### src/rtl/l3_pkg.sv
// Shared definitions for the layer-3 response path: default field widths,
// response head encodings and the packed response entry layout.
package l3_pkg;

  localparam int L3_ERR_W = 2;
  localparam int L3_RES_W = 4;
  localparam int HEAD_W   = 2;

  // Head bit 1 flags an interface ID error, bit 0 an interface ready error.
  localparam logic [HEAD_W-1:0] HEAD_NONE = 2'b00;
  localparam logic [HEAD_W-1:0] HEAD_RDY  = 2'b01;
  localparam logic [HEAD_W-1:0] HEAD_ID   = 2'b10;
  localparam logic [HEAD_W-1:0] HEAD_BOTH = 2'b11;

  typedef struct packed {
    logic [HEAD_W-1:0]   head;
    logic [L3_ERR_W-1:0] err;
    logic [L3_RES_W-1:0] res;
  } l3_resp_t;

endpackage

### src/rtl/l3_resp_fifo.sv
// Generic synchronous show-ahead FIFO. Fullness and emptiness come from an
// explicit level counter, so the pointers can simply wrap. Only control state
// is reset; storage contents are left as they are.
module l3_resp_fifo #(
  parameter  int DATA_W = 8,
  parameter  int DEPTH  = 4,
  localparam int PTR_W  = $clog2(DEPTH),
  localparam int LVL_W  = $clog2(DEPTH) + 1
) (
  input  logic              clk,
  input  logic              rst_n,
  input  logic              i_push,
  input  logic              i_pop,
  input  logic              i_flush,
  input  logic [DATA_W-1:0] i_wdata,
  output logic [DATA_W-1:0] o_rdata,
  output logic [LVL_W-1:0]  o_level,
  output logic              o_full,
  output logic              o_empty
);

  logic [DATA_W-1:0] r_mem [DEPTH];
  logic [PTR_W-1:0]  r_wr_ptr;
  logic [PTR_W-1:0]  r_rd_ptr;
  logic [LVL_W-1:0]  r_level;

  logic w_pop_ok;
  logic w_push_ok;

  assign o_full    = (r_level == LVL_W'(DEPTH));
  assign o_empty   = (r_level == '0);
  assign w_pop_ok  = i_pop & ~o_empty & ~i_flush;
  // A pop in the same cycle frees the slot a push needs when full.
  assign w_push_ok = i_push & ~i_flush & (~o_full | w_pop_ok);

  assign o_rdata = r_mem[r_rd_ptr];
  assign o_level = r_level;

  // Storage write; not reset, only ever read behind a valid level.
  always_ff @(posedge clk) begin
    if (w_push_ok) r_mem[r_wr_ptr] <= i_wdata;
  end

  // Pointer and level bookkeeping; flush wins over push and pop.
  always_ff @(posedge clk or negedge rst_n) begin
    if (!rst_n) begin
      r_wr_ptr <= '0;
      r_rd_ptr <= '0;
      r_level  <= '0;
    end else if (i_flush) begin
      r_wr_ptr <= '0;
      r_rd_ptr <= '0;
      r_level  <= '0;
    end else begin
      if (w_push_ok) r_wr_ptr <= r_wr_ptr + PTR_W'(1);
      if (w_pop_ok)  r_rd_ptr <= r_rd_ptr + PTR_W'(1);
      case ({w_push_ok, w_pop_ok})
        2'b10:   r_level <= r_level + LVL_W'(1);
        2'b01:   r_level <= r_level - LVL_W'(1);
        default: r_level <= r_level;
      endcase
    end
  end

endmodule

### src/rtl/l3_resp_q.sv
// Layer-3 core response queue. Interface-error and response-done events are
// merged into one {head, err, res} entry per cycle and queued, so bursts are
// not lost while the core is busy. The head entry is offered on a valid/ready
// port; a sticky flag records any event dropped because the queue was full.
module l3_resp_q
  import l3_pkg::*;
#(
  parameter  int ERR_W = L3_ERR_W,
  parameter  int RES_W = L3_RES_W,
  parameter  int DEPTH = 4,
  localparam int LVL_W = $clog2(DEPTH) + 1
) (
  input  logic                      clk,
  input  logic                      rst_n,
  input  logic                      clr_core,
  input  logic                      l3_en,
  input  logic                      core_sel,
  input  logic                      err_if_id,
  input  logic                      err_if_rdy,
  input  logic                      resp_done,
  input  logic [ERR_W-1:0]          resp_err,
  input  logic [RES_W-1:0]          resp_res,
  input  logic                      resp_rdy,
  output logic [HEAD_W+ERR_W+RES_W-1:0] core_resp,
  output logic                      core_resp_vld,
  output logic [LVL_W-1:0]          resp_level,
  output logic                      resp_ovf
);

  localparam int ENT_W = HEAD_W + ERR_W + RES_W;

  logic             w_flush;
  logic             w_evt;
  logic             w_pop;
  logic             w_push;
  logic             w_drop;
  logic             w_full;
  logic             w_empty;
  logic [ENT_W-1:0] w_entry;
  logic [ENT_W-1:0] w_head_data;
  logic             r_ovf;

  // Starting a new transaction discards everything queued for the old one.
  assign w_flush = clr_core | (core_sel & l3_en);
  assign w_evt   = err_if_id | err_if_rdy | resp_done;

  // Error and done events in the same cycle share a single entry.
  assign w_entry = {err_if_id, err_if_rdy,
                    resp_done ? resp_err : {ERR_W{1'b0}},
                    resp_done ? resp_res : {RES_W{1'b0}}};

  assign w_pop  = ~w_empty & resp_rdy;
  assign w_push = w_evt & ~w_flush & (~w_full | w_pop);
  assign w_drop = w_evt & ~w_flush & w_full & ~w_pop;

  l3_resp_fifo #(
    .DATA_W (ENT_W),
    .DEPTH  (DEPTH)
  ) u_fifo (
    .clk     (clk),
    .rst_n   (rst_n),
    .i_push  (w_push),
    .i_pop   (w_pop),
    .i_flush (w_flush),
    .i_wdata (w_entry),
    .o_rdata (w_head_data),
    .o_level (resp_level),
    .o_full  (w_full),
    .o_empty (w_empty)
  );

  // Sticky overflow: set by a dropped event, cleared only by flush or reset.
  always_ff @(posedge clk or negedge rst_n) begin
    if (!rst_n)       r_ovf <= 1'b0;
    else if (w_flush) r_ovf <= 1'b0;
    else if (w_drop)  r_ovf <= 1'b1;
  end

  // Outputs derive from registered level and storage only; stale storage is masked.
  assign core_resp_vld = ~w_empty;
  assign core_resp     = core_resp_vld ? w_head_data : '0;
  assign resp_ovf      = r_ovf;

endmodule
### config.mk
export PLATFORM = sky130hd
export DESIGN_NAME = l3_resp_q
export DESIGN_NICKNAME = d
export VERILOG_FILES = /design/src/rtl/l3_pkg.sv /design/src/rtl/l3_resp_fifo.sv /design/src/rtl/l3_resp_q.sv
export SDC_FILE = /design/constraint.sdc
export NUM_CORES = 1
export LEC_CHECK = 0
export ABC_AREA = 1
export CAP_MARGIN = 30
export CORE_ASPECT_RATIO = 0.75
export CORE_UTILIZATION = 35
export CTS_BUF_LIST = sky130_fd_sc_hd__clkbuf_2
export DETAILED_ROUTE_END_ITERATION = 8
export DONT_BUFFER_PORTS = 1
export HOLD_SLACK_MARGIN = 0.15
export PLACE_DENSITY_LB_ADDON = 0.05
export SLEW_MARGIN = 15
export SYNTH_ARGS = -nofsm -noshare
export SYNTH_HDL_FRONTEND = slang
export SYNTH_SLANG_ARGS = --single-unit
### constraint.sdc
create_clock -name clk -period 2 [get_ports clk]
set_clock_uncertainty 0.05 [all_clocks]
set_input_delay 0.3 -clock clk [delete_from_list [all_inputs] [get_ports clk]]
set_output_delay 0.3 -clock clk [all_outputs]
set_load 0.05 [all_outputs]
==> results_tabular.tex, run 1 <==
\begin{tabular}{lr}
\hline
Metric & Value \\
\hline
\multicolumn{2}{l}{\textbf{Setup path}} \\
Required @ worst endpoint & 1.65 ns \\
Top fanout value on the critical path & 7 \\
Arrival @ worst endpoint & about 1.6 ns \\
Endpoint kind of the worst setup timing path & output port \\
R2R setup slack & 0.11 ns \\
Setup crit start kind & register \\
Setup CP Type & reg -> out \\
\multicolumn{2}{l}{\textbf{Synth}} \\
Number of unique standard cell types used by synthesis & 22 \\
Sequential fraction of the synthesis area & 0.6245 \\
Mapped Area & between 1500 and 2000 um2 \\
Mux share of post-synthesis cell area & 0 \\
Synthesized area per cell & a little over 10 um2 \\
Post-synthesis compound-gate area fraction & 0.08412 \\
Parity-gate share of the synthesized area counting xor and xnor cells & 0.004711 \\
Yosys reg bits & 40 \\
Synth warnings & 0 \\
Post-Synthesis Cells & 180 \\
Net count after synthesis & 201 \\
Simple-gate area share of the yosys netlist & 0.1716 \\
Main combinational cell family by area after synthesis & simple AND/OR/NAND/NOR gates \\
Adder and majority gate portion of the synthesized area & 0.04441 \\
\multicolumn{2}{l}{\textbf{Timing}} \\
Remaining max-slew budget at the tightest pin & 0.6910 \\
Number of failing hold endpoints at the final stage & 0 \\
Number of max-slew violations in the final report & 0 \\
Fraction of the cycle the final worst path needs & 0.9774 \\
Max Clk Rate & 511.6 MHz \\
Final critical delay including setup and external delays & a little under 2 ns \\
Worst-margin pin slew & around 0.46 ns \\
Final setup vio count & 0 \\
Setup repair after global routing missed its margin & true \\
\multicolumn{2}{l}{\textbf{CTS}} \\
Number of buffers added by the clock tree synthesis step & 5 \\
TritonCTS clock tree & yes \\
Sink count of the clock tree & 40 \\
Clock slew at the register clock pins of the worst setup and hold paths & 0.22 ns \\
Insertion delay of the later-clocked pin in the worst-skew pair & 0.40 ns \\
Maximum buffer depth of the clock tree & 2 \\
Root buffer cell & clkbuf\_2 \\
CTS HTree Levels & 2 \\
\multicolumn{2}{l}{\textbf{Placed design}} \\
Half-perimeter wire length of the detailed placement result & roughly 2700 um \\
Port Buffer Count & 0 \\
Final weighted congestion of routability-driven global placement & 0.7861 \\
Post-DP Area & 2198 um2 \\
\multicolumn{2}{l}{\textbf{Routing}} \\
Detailed Routing Iterations Pass 1 & 4 \\
Top layer in use & met4 \\
Iter 0 DRT Violations & a little over 60 \\
Total length of routed met3 wires & 177 um \\
Number of vias per cell after detailed routing & 4.539 \\
Count of antenna-violating nets left after detailed routing & 0 \\
Number of design rule violations left after detail routing & 0 \\
Average wire length per cell after detail routing & around 14 um \\
Routed met1 length & $\sim$2000 um \\
Total detailed-routing wirelength & 4197 um \\
Via count of the routed design & approximately 1300 \\
Met2 wire length & 1934 um \\
\multicolumn{2}{l}{\textbf{Global routing}} \\
Overflow after GRT & 0 \\
Largest net degree at the start of global routing & 20 \\
Global-route wire length before repair & around 6700 um \\
All-Layer GR Usage & 0.1661 \\
Via count of the first global-routing pass & 1309 \\
Number of antenna violations at the first check in global routing & 0 \\
\multicolumn{2}{l}{\textbf{Finish}} \\
Highest-count cells in the layout ignoring fill and taps & nor2\_1 (43), edfxtp\_1 (32), nand2\_1 (20) \\
Post-route cell area & 2484 um2 \\
Nets & 243 \\
Fraction of the core area covered by cells at the end of the flow & 0.4958 \\
P\&R area growth vs syn & 33.58\% \\
Most frequent standard cell in the layout excluding fill and tap cells & nor2\_1 \\
Area taken by flip-flops and latches & 1166 um2 \\
Antenna diodes & 0 \\
Filler cells & 479 \\
Ratio of cells with drive above 1 in the final layout & 0.2511 \\
Total area of multi-input combinational cells & 624.3 um2 \\
\multicolumn{2}{l}{\textbf{Pwr}} \\
Static leakage power & 1.022 nW \\
Pwr dens & 790.9 nW/um2 \\
Max rail drop VDD & $\sim$380 uV \\
\multicolumn{2}{l}{\textbf{Floorplanning}} \\
Die extent in x & 86.16 um \\
\# rows & 22 \\
Core area & 5010 um2 \\
Initial core utilization & 0.3711 \\
Die boundary height & between 60 and 70 um \\
Die Area & 5611 um2 \\
Top Ports & 28 \\
\multicolumn{2}{l}{\textbf{Min path}} \\
Type of the most critical hold path & in -> async \\
\multicolumn{2}{l}{\textbf{Status}} \\
Status & finished, final reports clean \\
\multicolumn{2}{l}{\textbf{Run}} \\
Count of max-cap constraint violations & 0 \\
\hline
\end{tabular}
final timing paths:
| kind | start | endpoint | cells after the start |
|---|---|---|---|
| max in group asynchronous | rst_n | u_fifo.o_level[0] | 1 |
| worst min register to register | u_fifo.r_wr_ptr[1] | u_fifo.r_wr_ptr[1] | 2 |
| min in group clk | resp_rdy | resp_ovf | 5 |
| worst max-delay path | u_fifo.r_rd_ptr[1] | core_resp[5] | 5 |
| worst min-delay path | rst_n | resp_ovf | 1 |
| worst max register to register | u_fifo.o_level[1] | u_fifo.o_level[2] | 13 |
worst max-delay path, cell delays in order (launching register included):
cell	delay, ns
dfrtp_2	0.47
buf_4	0.17
nor2_1	0.12
o21ai_1	0.09
a21oi_2	0.19
buf_12	0.16
cell usage after synthesis:
| cell | number | area, um2 |
|---|---|---|
| inv_4 | 1 | 6.260 |
| inv_2 | 2 | 7.510 |
| nand2_1 | 23 | 86.33 |
| buf_6 | 2 | 22.52 |
| buf_2 | 1 | 5.000 |
| nor2_1 | 45 | 168.9 |
| edfxtp_1 | 32 | 960.9 |
| inv_1 | 20 | 75.07 |
| nand3_1 | 5 | 25.02 |
| o21ai_0 | 9 | 45.04 |
| a21oi_4 | 1 | 16.27 |
| nand3b_1 | 1 | 7.510 |
| ha_1 | 5 | 62.56 |
| nor3b_1 | 1 | 7.510 |
| nand2_2 | 1 | 6.260 |
| buf_8 | 1 | 15.01 |
| o21ai_1 | 8 | 40.04 |
| a21oi_1 | 11 | 55.05 |
| xor2_1 | 1 | 8.760 |
| dfrtp_1 | 8 | 200.2 |
| fa_1 | 1 | 20.02 |
| nand3_4 | 1 | 17.52 |
flip-flops by register name, summed over array words and instances, names as in the netlist:
register / cells
resp_ovf: 1
u_fifo.r_wr_ptr: 2
u_fifo.o_level: 3
u_fifo.r_rd_ptr: 2
u_fifo.r_mem: 32
timing repair:
| action | in CTS | in global routing |
|---|---|---|
| hold endpoints to repair | 48 | 0 |
| setup buffers | 2 | 2 |
| setup endpoints to repair | 8 | 10 |
| pin swaps | 4 | 2 |
| gates resized for setup | 5 | 5 |
| hold buffers | 17 | 0 |
metal layers:
| metal | global-route usage | up-vias |
|---|---|---|
| met2 | 0.2718 | 29 |
| li1 | - | 672 |
| met4 | 0.05625 | 0 |
| met1 | 0.2159 | 633 |
| met3 | 0.04271 | 5 |
| met5 | 0 | - |
per-stage QoR:
stage	TNS [ns]	power [mW]	setup WS [ns]	std cells	hold slack [ns]
final	0	1.964	0.04527	295	0.1714
after global routing	-0.7397	2.067	-0.1107	295	0.1559
after CTS	-0.01239	1.982	-0.005746	293	0.1524
after detailed placement	0	1.456	0.09304	266	-0.04545
after global placement	0	1.447	0.1677	266	-0.04539
after floorplan	-0.003144	1.280	-0.003144	180	-0.04559
layout make-up:
type,count,area share
flip-flops and latches,40,0.4695
clock buffers,5,0.01008
repair buffers,39,0.1778
well taps,72,0.03627
clock inverters,3,0.01713
inverters,23,0.03778
multi-input cells,113,0.2514
power by group:
group	total [mW]	switching (mW)	internal (mW)
Sequential	0.970	0.0207	0.949
Clock	0.485	0.276	0.209
Combinational	0.510	0.311	0.199
logic make-up (layout without fill, tap and decap cells):
family	count (synthesis)	count (layout)
XOR/XNOR	1	1
AND/OR/NAND/NOR	77	77
adder cells (fa/ha/maj)	6	6
AO/OA/AOI/OAI	29	29
buffers and inverters	27	70
flip-flops	40	40
(Power assumes the default switching activity.)
==> run 2: changes to the inputs <==
--- a/config.mk
+++ b/config.mk
@@ -14,6 +14,7 @@
 export DONT_BUFFER_PORTS = 1
 export HOLD_SLACK_MARGIN = 0.15
 export PLACE_DENSITY_LB_ADDON = 0.05
+export RECOVER_POWER = 25
 export SLEW_MARGIN = 15
 export SYNTH_ARGS = -nofsm -noshare
 export SYNTH_HDL_FRONTEND = slang
==> run 2 against run 1 <==
Net effect:
- cell area is 0.10% lower
- register-to-register slack hardly changed
- first-iteration DRC count is 3.3% lower
- maximum frequency stayed put
- sequential power hardly changed
- routed wire length stayed put
- die area stayed put
- final cell count stayed put
- critical path depth stayed put
- setup slack stayed put
- hold slack stayed put
- largest cell class unchanged
==> results_tabular.tex, run 2 (synthesis gave the netlist of run 1 again) <==
\begin{tabular}{lr}
\hline
Metric & Value \\
\hline
\multicolumn{2}{l}{\textbf{Finish}} \\
Most flops, register & u\_fifo.r\_mem \\
Highest-count cells in the layout ignoring fill and taps & nor2\_1 (43), edfxtp\_1 (32), nand2\_1 (20) \\
Max FFs per register & 32 (unchanged) \\
Ratio of cells with drive above 1 in the final layout & 0.2511 (unchanged) \\
Nets & 243 (unchanged) \\
P\&R area growth vs syn & 33.45\% \\
Antenna diodes & 0 (unchanged) \\
Most frequent standard cell in the layout excluding fill and tap cells & nor2\_1 \\
\multicolumn{2}{l}{\textbf{Timing}} \\
Worst path setup slack after routing & 0.04527 ns (unchanged) \\
Worst-margin pin slew & 0.4634 ns (unchanged) \\
Setup repair after global routing missed its margin & true \\
Fraction of the cycle the final worst path needs & 0.9774 (unchanged) \\
Aggregate negative setup slack & 0 ns (unchanged) \\
Remaining max-slew budget at the tightest pin & 0.6910 (unchanged) \\
Final critical delay including setup and external delays & 1.955 ns (unchanged) \\
Number of max-slew violations in the final report & 0 (unchanged) \\
Number of failing hold endpoints at the final stage & 0 (unchanged) \\
Max Clk Rate & 511.6 MHz (unchanged) \\
Final setup vio count & 0 (unchanged) \\
\multicolumn{2}{l}{\textbf{CTS}} \\
Maximum buffer depth of the clock tree & 2 (unchanged) \\
Clock slew at the register clock pins of the worst setup and hold paths & 0.22 ns (about the same) \\
Sink count of the clock tree & 40 (unchanged) \\
CTS HTree Levels & 2 (unchanged) \\
Insertion delay of the later-clocked pin in the worst-skew pair & 0.40 ns (about the same) \\
TritonCTS clock tree & yes \\
Number of buffers added by the clock tree synthesis step & 5 (unchanged) \\
Root buffer cell & clkbuf\_2 \\
\multicolumn{2}{l}{\textbf{Floorplanning}} \\
Initial core utilization & 0.3711 (unchanged) \\
Die extent in x & 86.16 um (unchanged) \\
\# rows & 22 (unchanged) \\
Die Area & 5611 um2 (unchanged) \\
Core area & 5010 um2 (unchanged) \\
Top Ports & 28 (unchanged) \\
Die boundary height & 65.12 um (unchanged) \\
\multicolumn{2}{l}{\textbf{Global routing}} \\
Via count of the first global-routing pass & 1309 (unchanged) \\
Number of antenna violations at the first check in global routing & 0 (unchanged) \\
Overflow after GRT & 0 (unchanged) \\
All-Layer GR Usage & 0.1661 (unchanged) \\
Global-route wire length before repair & 6706 um (unchanged) \\
Largest net degree at the start of global routing & 20 (unchanged) \\
\multicolumn{2}{l}{\textbf{Run}} \\
Count of max-cap constraint violations & 0 (unchanged) \\
\multicolumn{2}{l}{\textbf{Routing}} \\
Count of antenna-violating nets left after detailed routing & 0 (unchanged) \\
Total detailed-routing wirelength & 4197 um (unchanged) \\
Number of vias per cell after detailed routing & 4.542 (about the same) \\
Number of design rule violations left after detail routing & 0 (unchanged) \\
Via count of the routed design & 1340 (+0.075\%) \\
Detailed Routing Iterations Pass 1 & 4 (unchanged) \\
Iter 0 DRT Violations & 59 (-3.3\%) \\
Average wire length per cell after detail routing & 14.23 um (unchanged) \\
\multicolumn{2}{l}{\textbf{Setup path}} \\
Endpoint kind of the worst setup timing path & output port \\
Top fanout value on the critical path & 7 (unchanged) \\
R2R setup slack & 0.11 ns (about the same) \\
Required @ worst endpoint & 1.65 ns (about the same) \\
Setup crit start kind & register \\
Arrival @ worst endpoint & 1.60 ns (about the same) \\
Setup CP Type & reg -> out \\
\multicolumn{2}{l}{\textbf{Pwr}} \\
Fraction of power consumed by combinational cells & 0.259 (about the same) \\
Clock network power share & 0.247 (about the same) \\
Max rail drop VDD & 380.2 uV (about the same) \\
Fraction of power consumed by sequential logic & 0.494 (about the same) \\
Net switching power & 607.5 uW (about the same) \\
Share of total power consumed by net switching & 0.3094 (about the same) \\
Internal cell power & 1.356 mW (about the same) \\
Pwr dens & 791.5 nW/um2 (about the same) \\
Static leakage power & 1.012 nW (-0.91\%) \\
\multicolumn{2}{l}{\textbf{Placed design}} \\
Final weighted congestion of routability-driven global placement & 0.7861 (unchanged) \\
Half-perimeter wire length of the detailed placement result & 2718 um (unchanged) \\
Worst setup slack before clock tree synthesis & 0.09304 ns (unchanged) \\
Port Buffer Count & 0 (unchanged) \\
\multicolumn{2}{l}{\textbf{Min path}} \\
Type of the most critical hold path & in -> async \\
\multicolumn{2}{l}{\textbf{Status}} \\
Status & finished, final reports clean \\
\hline
\end{tabular}
run 2: worst max-delay path: stages (launching register included):
cell	delay, ns
dfrtp_2	0.47
buf_4	0.17
nor2_1	0.12
o21ai_1	0.09
a21oi_2	0.19
buf_12	0.16
run 2: timing repair:
item                                   4_1_cts  5_1_grt
pin swaps                                    4        2
hold buffers                                17        0
setup endpoints to repair                    8       10
setup buffers                                2        2
endpoints found under the hold margin       48        0
gates resized for setup                      5        5
run 2: routing by layer:
| layer | GRT usage | wire [um] | vias up |
|---|---|---|---|
| met3 | 0.04271 | 177 | 5 |
| met4 | 0.05625 | 42 | 0 |
| met5 | 0 | 0 | - |
| li1 | - | - | 672 |
| met2 | 0.2718 | 1933 | 29 |
| met1 | 0.2159 | 2043 | 634 |
run 2: cell type report:
type	instances	area, um2
tap	72	90.09
sequential	40	1166
clock buffer	5	25.02
multi-input combinational	113	624.3
clock inverter	3	42.54
fill	478	2529
timing repair buffer	39	439.2
inverter	23	93.84
run 2: worst paths after layout:
path                                     from            endpoint  cells after the start
hold / removal                          rst_n            resp_ovf                      1
hold reg to reg            u_fifo.r_wr_ptr[1]  u_fifo.r_wr_ptr[1]                      2
setup reg to reg            u_fifo.o_level[1]   u_fifo.o_level[2]                     13
setup / recovery           u_fifo.r_rd_ptr[1]        core_resp[5]                      5
max in group asynchronous               rst_n   u_fifo.o_level[0]                      1
min in group clk                     resp_rdy            resp_ovf                      5
run 2: stage by stage:
| step | instances | hold WS, ns | area, um2 | util | total power [mW] |
|---|---|---|---|---|---|
| after CTS | 293 | 0.1524 | 2461 | 0.4913 | 1.982 |
| after global placement | 266 | -0.04539 | 2198 | 0.4388 | 1.447 |
| after global routing | 295 | 0.1559 | 2481 | 0.4953 | 2.067 |
| after floorplan | 180 | -0.04559 | 1916 | - | 1.280 |
| final | 295 | 0.1714 | 2481 | 0.4953 | 1.964 |
| after detailed placement | 266 | -0.04545 | 2198 | 0.4388 | 1.456 |
run 2: power groups by stage:
stage	logic [mW]	clock network, mW	registers, mW
2_1_floorplan	0.275	0	1.01
3_3_place_gp	0.460	0	0.987
4_1_cts	0.509	0.504	0.969
3_5_place_dp	0.468	0	0.988
6_report	0.509	0.485	0.970
5_1_grt	0.551	0.543	0.974
==> run 3: changes to the inputs <==
--- a/config.mk
+++ b/config.mk
@@ -8,8 +8,7 @@
 export ABC_AREA = 1
 export CAP_MARGIN = 30
 export CORE_ASPECT_RATIO = 0.75
-export CORE_UTILIZATION = 35
-export CTS_BUF_LIST = sky130_fd_sc_hd__clkbuf_2
+export CORE_UTILIZATION = 40
 export DETAILED_ROUTE_END_ITERATION = 8
 export DONT_BUFFER_PORTS = 1
 export HOLD_SLACK_MARGIN = 0.15
==> run 3 against run 2 <==
Net effect:
- critical path depth stayed put
- combinational power decreased by 5.7%
- non-clock buffer count down 13
- cell area is 5.5% lower
- global-route usage up 1.9 points
- final cell count is 9.5% lower
- die area down 12%
- critical path type unchanged
- largest cell class unchanged
- highest routed layer unchanged
==> results_tabular.tex, run 3 (synthesis gave the netlist of run 1 again) <==
\begin{tabular}{lr}
\hline
Metric & Value \\
\hline
\multicolumn{2}{l}{\textbf{CTS}} \\
Number of buffers added by the clock tree synthesis step & 5 (unchanged) \\
TritonCTS clock tree & yes \\
CTS HTree Levels & 2 (unchanged) \\
Clock slew at the register clock pins of the worst setup and hold paths & 0.07 ns (-0.15 ns) \\
Maximum buffer depth of the clock tree & 2 (unchanged) \\
Root buffer cell & clkbuf\_8 \\
Insertion delay of the later-clocked pin in the worst-skew pair & 0.29 ns (-0.11 ns) \\
Sink count of the clock tree & 40 (unchanged) \\
\multicolumn{2}{l}{\textbf{Finish}} \\
P\&R area growth vs syn & 26.04\% \\
Area taken by flip-flops and latches & 1167 um2 (+0.11\%) \\
Antenna diodes & 0 (unchanged) \\
Ratio of cells with drive above 1 in the final layout & 0.2571 (+0.006022) \\
Most frequent standard cell in the layout excluding fill and tap cells & nor2\_1 \\
Nets & 230 (-5.3\%) \\
Fraction of the core area covered by cells at the end of the flow & 0.5247 (+0.02939) \\
Most flops, register & u\_fifo.r\_mem \\
Total area of multi-input combinational cells & 626.9 um2 (+0.40\%) \\
Filler cells & 412 (-14\%) \\
Max FFs per register & 32 (unchanged) \\
Highest-count cells in the layout ignoring fill and taps & nor2\_1 (44), edfxtp\_1 (32), nand2\_1 (20) \\
Post-route cell area & 2344 um2 (-5.5\%) \\
\multicolumn{2}{l}{\textbf{Setup path}} \\
Required @ worst endpoint & 1.65 ns (about the same) \\
Worst setup path startpoint & u\_fifo.r\_rd\_ptr[1] \\
Setup CP Type & reg -> out \\
Startpoint of the lowest-slack register-to-register path & u\_fifo.o\_level[0] \\
Arrival @ worst endpoint & 1.56 ns (-0.04 ns) \\
Top fanout value on the critical path & 7 (unchanged) \\
R2R setup slack & 0.10 ns (about the same) \\
Depth of the worst register-to-register path & 12 (-1) \\
Setup crit start kind & register \\
Endpoint kind of the worst setup timing path & output port \\
Worst flop-to-flop path endpoint & u\_fifo.o\_level[2] \\
\multicolumn{2}{l}{\textbf{Routing}} \\
Number of design rule violations left after detail routing & 0 (unchanged) \\
Detailed Routing Iterations Pass 1 & 4 (unchanged) \\
Number of vias per cell after detailed routing & 4.925 (+8.4\%) \\
Total detailed-routing wirelength & 3949 um (-5.9\%) \\
Iter 0 DRT Violations & 38 (-36\%) \\
Count of antenna-violating nets left after detailed routing & 0 (unchanged) \\
Via count of the routed design & 1315 (-1.9\%) \\
Average wire length per cell after detail routing & 14.79 um (+4.0\%) \\
\multicolumn{2}{l}{\textbf{Floorplanning}} \\
\# rows & 21 (-4.5\%) \\
Core area & 4467 um2 (-11\%) \\
Die Area & 4928 um2 (-12\%) \\
Top Ports & 28 (unchanged) \\
Initial core utilization & 0.4162 (+0.04512) \\
Die extent in x & 80.73 um (-6.3\%) \\
Die boundary height & 61.05 um (-6.3\%) \\
\multicolumn{2}{l}{\textbf{Placed design}} \\
Port Buffer Count & 0 (unchanged) \\
Worst setup slack before clock tree synthesis & 0.08263 ns (-0.01041 ns) \\
Post-DP Area & 2195 um2 (-0.17\%) \\
Half-perimeter wire length of the detailed placement result & 2622 um (-3.5\%) \\
Final weighted congestion of routability-driven global placement & 0.8294 (+5.5\%) \\
\multicolumn{2}{l}{\textbf{Global routing}} \\
Via count of the first global-routing pass & 1231 (-6.0\%) \\
Global-route wire length before repair & 6244 um (-6.9\%) \\
Number of antenna violations at the first check in global routing & 0 (unchanged) \\
All-Layer GR Usage & 0.1851 (+0.01894) \\
Overflow after GRT & 0 (unchanged) \\
Largest net degree at the start of global routing & 18 (-10\%) \\
\multicolumn{2}{l}{\textbf{Pwr}} \\
Net switching power & 587.0 uW (-3.4\%) \\
Fraction of power consumed by combinational cells & 0.244 (-0.015) \\
Internal cell power & 1.377 mW (+1.6\%) \\
Static leakage power & 0.9701 nW (-4.2\%) \\
Pwr dens & 838.3 nW/um2 (+5.9\%) \\
Clock network power share & 0.260 (+0.013) \\
Share of total power consumed by net switching & 0.2988 (-0.01055) \\
Max rail drop VDD & 480.2 uV (+26\%) \\
Fraction of power consumed by sequential logic & 0.496 (+0.002) \\
\multicolumn{2}{l}{\textbf{Timing}} \\
Final setup vio count & 0 (unchanged) \\
Number of max-slew violations in the final report & 0 (unchanged) \\
Final critical delay including setup and external delays & 1.906 ns (-0.04905 ns) \\
Worst-margin pin slew & 0.4627 ns (-0.0007776 ns) \\
Fraction of the cycle the final worst path needs & 0.9528 (-0.02452) \\
Number of failing hold endpoints at the final stage & 0 (unchanged) \\
Worst hold-check slack & 0.1514 ns (-0.02001 ns) \\
Remaining max-slew budget at the tightest pin & 0.6916 (about the same) \\
Worst path setup slack after routing & 0.09432 ns (+0.04905 ns) \\
Setup repair after global routing missed its margin & false \\
Max Clk Rate & 524.7 MHz (+2.6\%) \\
\multicolumn{2}{l}{\textbf{Run}} \\
Count of max-cap constraint violations & 0 (unchanged) \\
\multicolumn{2}{l}{\textbf{Min path}} \\
Endpoint of the worst hold path & u\_fifo.r\_rd\_ptr[1] \\
Beginning of the worst hold path & clr\_core \\
Type of the most critical hold path & in -> reg \\
Number of cells traversed by the worst hold path & 3 \\
\multicolumn{2}{l}{\textbf{Status}} \\
Status & finished, final reports clean \\
\hline
\end{tabular}
[run 3: cell count changes in the layout (fill, tap and decap cells not counted), sizes merged]
cell           change
buf                -1
clkdlybuf4s25      -1
clkinvlp           -1
clkbuf             +2
dlygate4sd3       -11
bufinv             -1
[run 3: critical path, cell delays in order (launching register included)]
cell and delay (ns):
dfrtp_2 0.48, buf_4 0.19, nor2_1 0.09, o21ai_0 0.11
a21oi_2 0.23, buf_12 0.16
[run 3: layout make-up]
| type | instances | area share |
|---|---|---|
| well taps | 57 | 0.03043 |
| inverters | 23 | 0.03791 |
| multi-input cells | 113 | 0.2675 |
| repair buffers | 26 | 0.1313 |
| clock inverters | 1 | 0.002136 |
| flip-flops and latches | 40 | 0.4981 |
| clock buffers | 7 | 0.03257 |
[run 3: through the flow]
| stage | cells | total power [mW] | TNS [ns] |
|---|---|---|---|
| 4_1_cts | 265 | 1.965 | 0 |
| 3_3_place_gp | 253 | 1.447 | 0 |
| 3_5_place_dp | 253 | 1.455 | 0 |
| 2_1_floorplan | 180 | 1.280 | -0.003144 |
| 5_1_grt | 267 | 2.061 | 0 |
| 6_report | 267 | 1.965 | 0 |
[run 3: repair_timing]
action | in CTS | in global routing
endpoints found under the hold margin | 17 | 1
buffers inserted | 0 | 1
pin swaps | 0 | 1
setup endpoints to repair | 4 | 8
hold buffers | 4 | 1
resized for setup | 2 | 4
[run 3: how the worst max path moves through the flow]
stage	endpoint	slack, ns	depth (start not counted)
final	core_resp[2]	0.09	5
after global routing	core_resp[1]	0.0001	6
after CTS	core_resp[2]	0.04	5
after detailed placement	u_fifo.o_level[2]	0.08	12
after global placement	u_fifo.o_level[2]	0.17	12
after floorplan	u_fifo.o_level[2]	-0.003	12
[run 3: power by group through the flow]
stage	combinational (mW)	sequential (mW)	clock [mW]
global route	0.520	0.980	0.561
floorplan	0.275	1.01	0
CTS	0.477	0.975	0.513
finish	0.480	0.974	0.510
detailed placement	0.462	0.993	0
global placement	0.456	0.991	0
[run 3: layer usage]
| layer | global-route usage | wire length (um) |
|---|---|---|
| met3 | 0.07111 | 255 |
| met4 | 0.05867 | 40 |
| met5 | 0 | 0 |
| met1 | 0.2423 | 1766 |
| met2 | 0.2881 | 1887 |
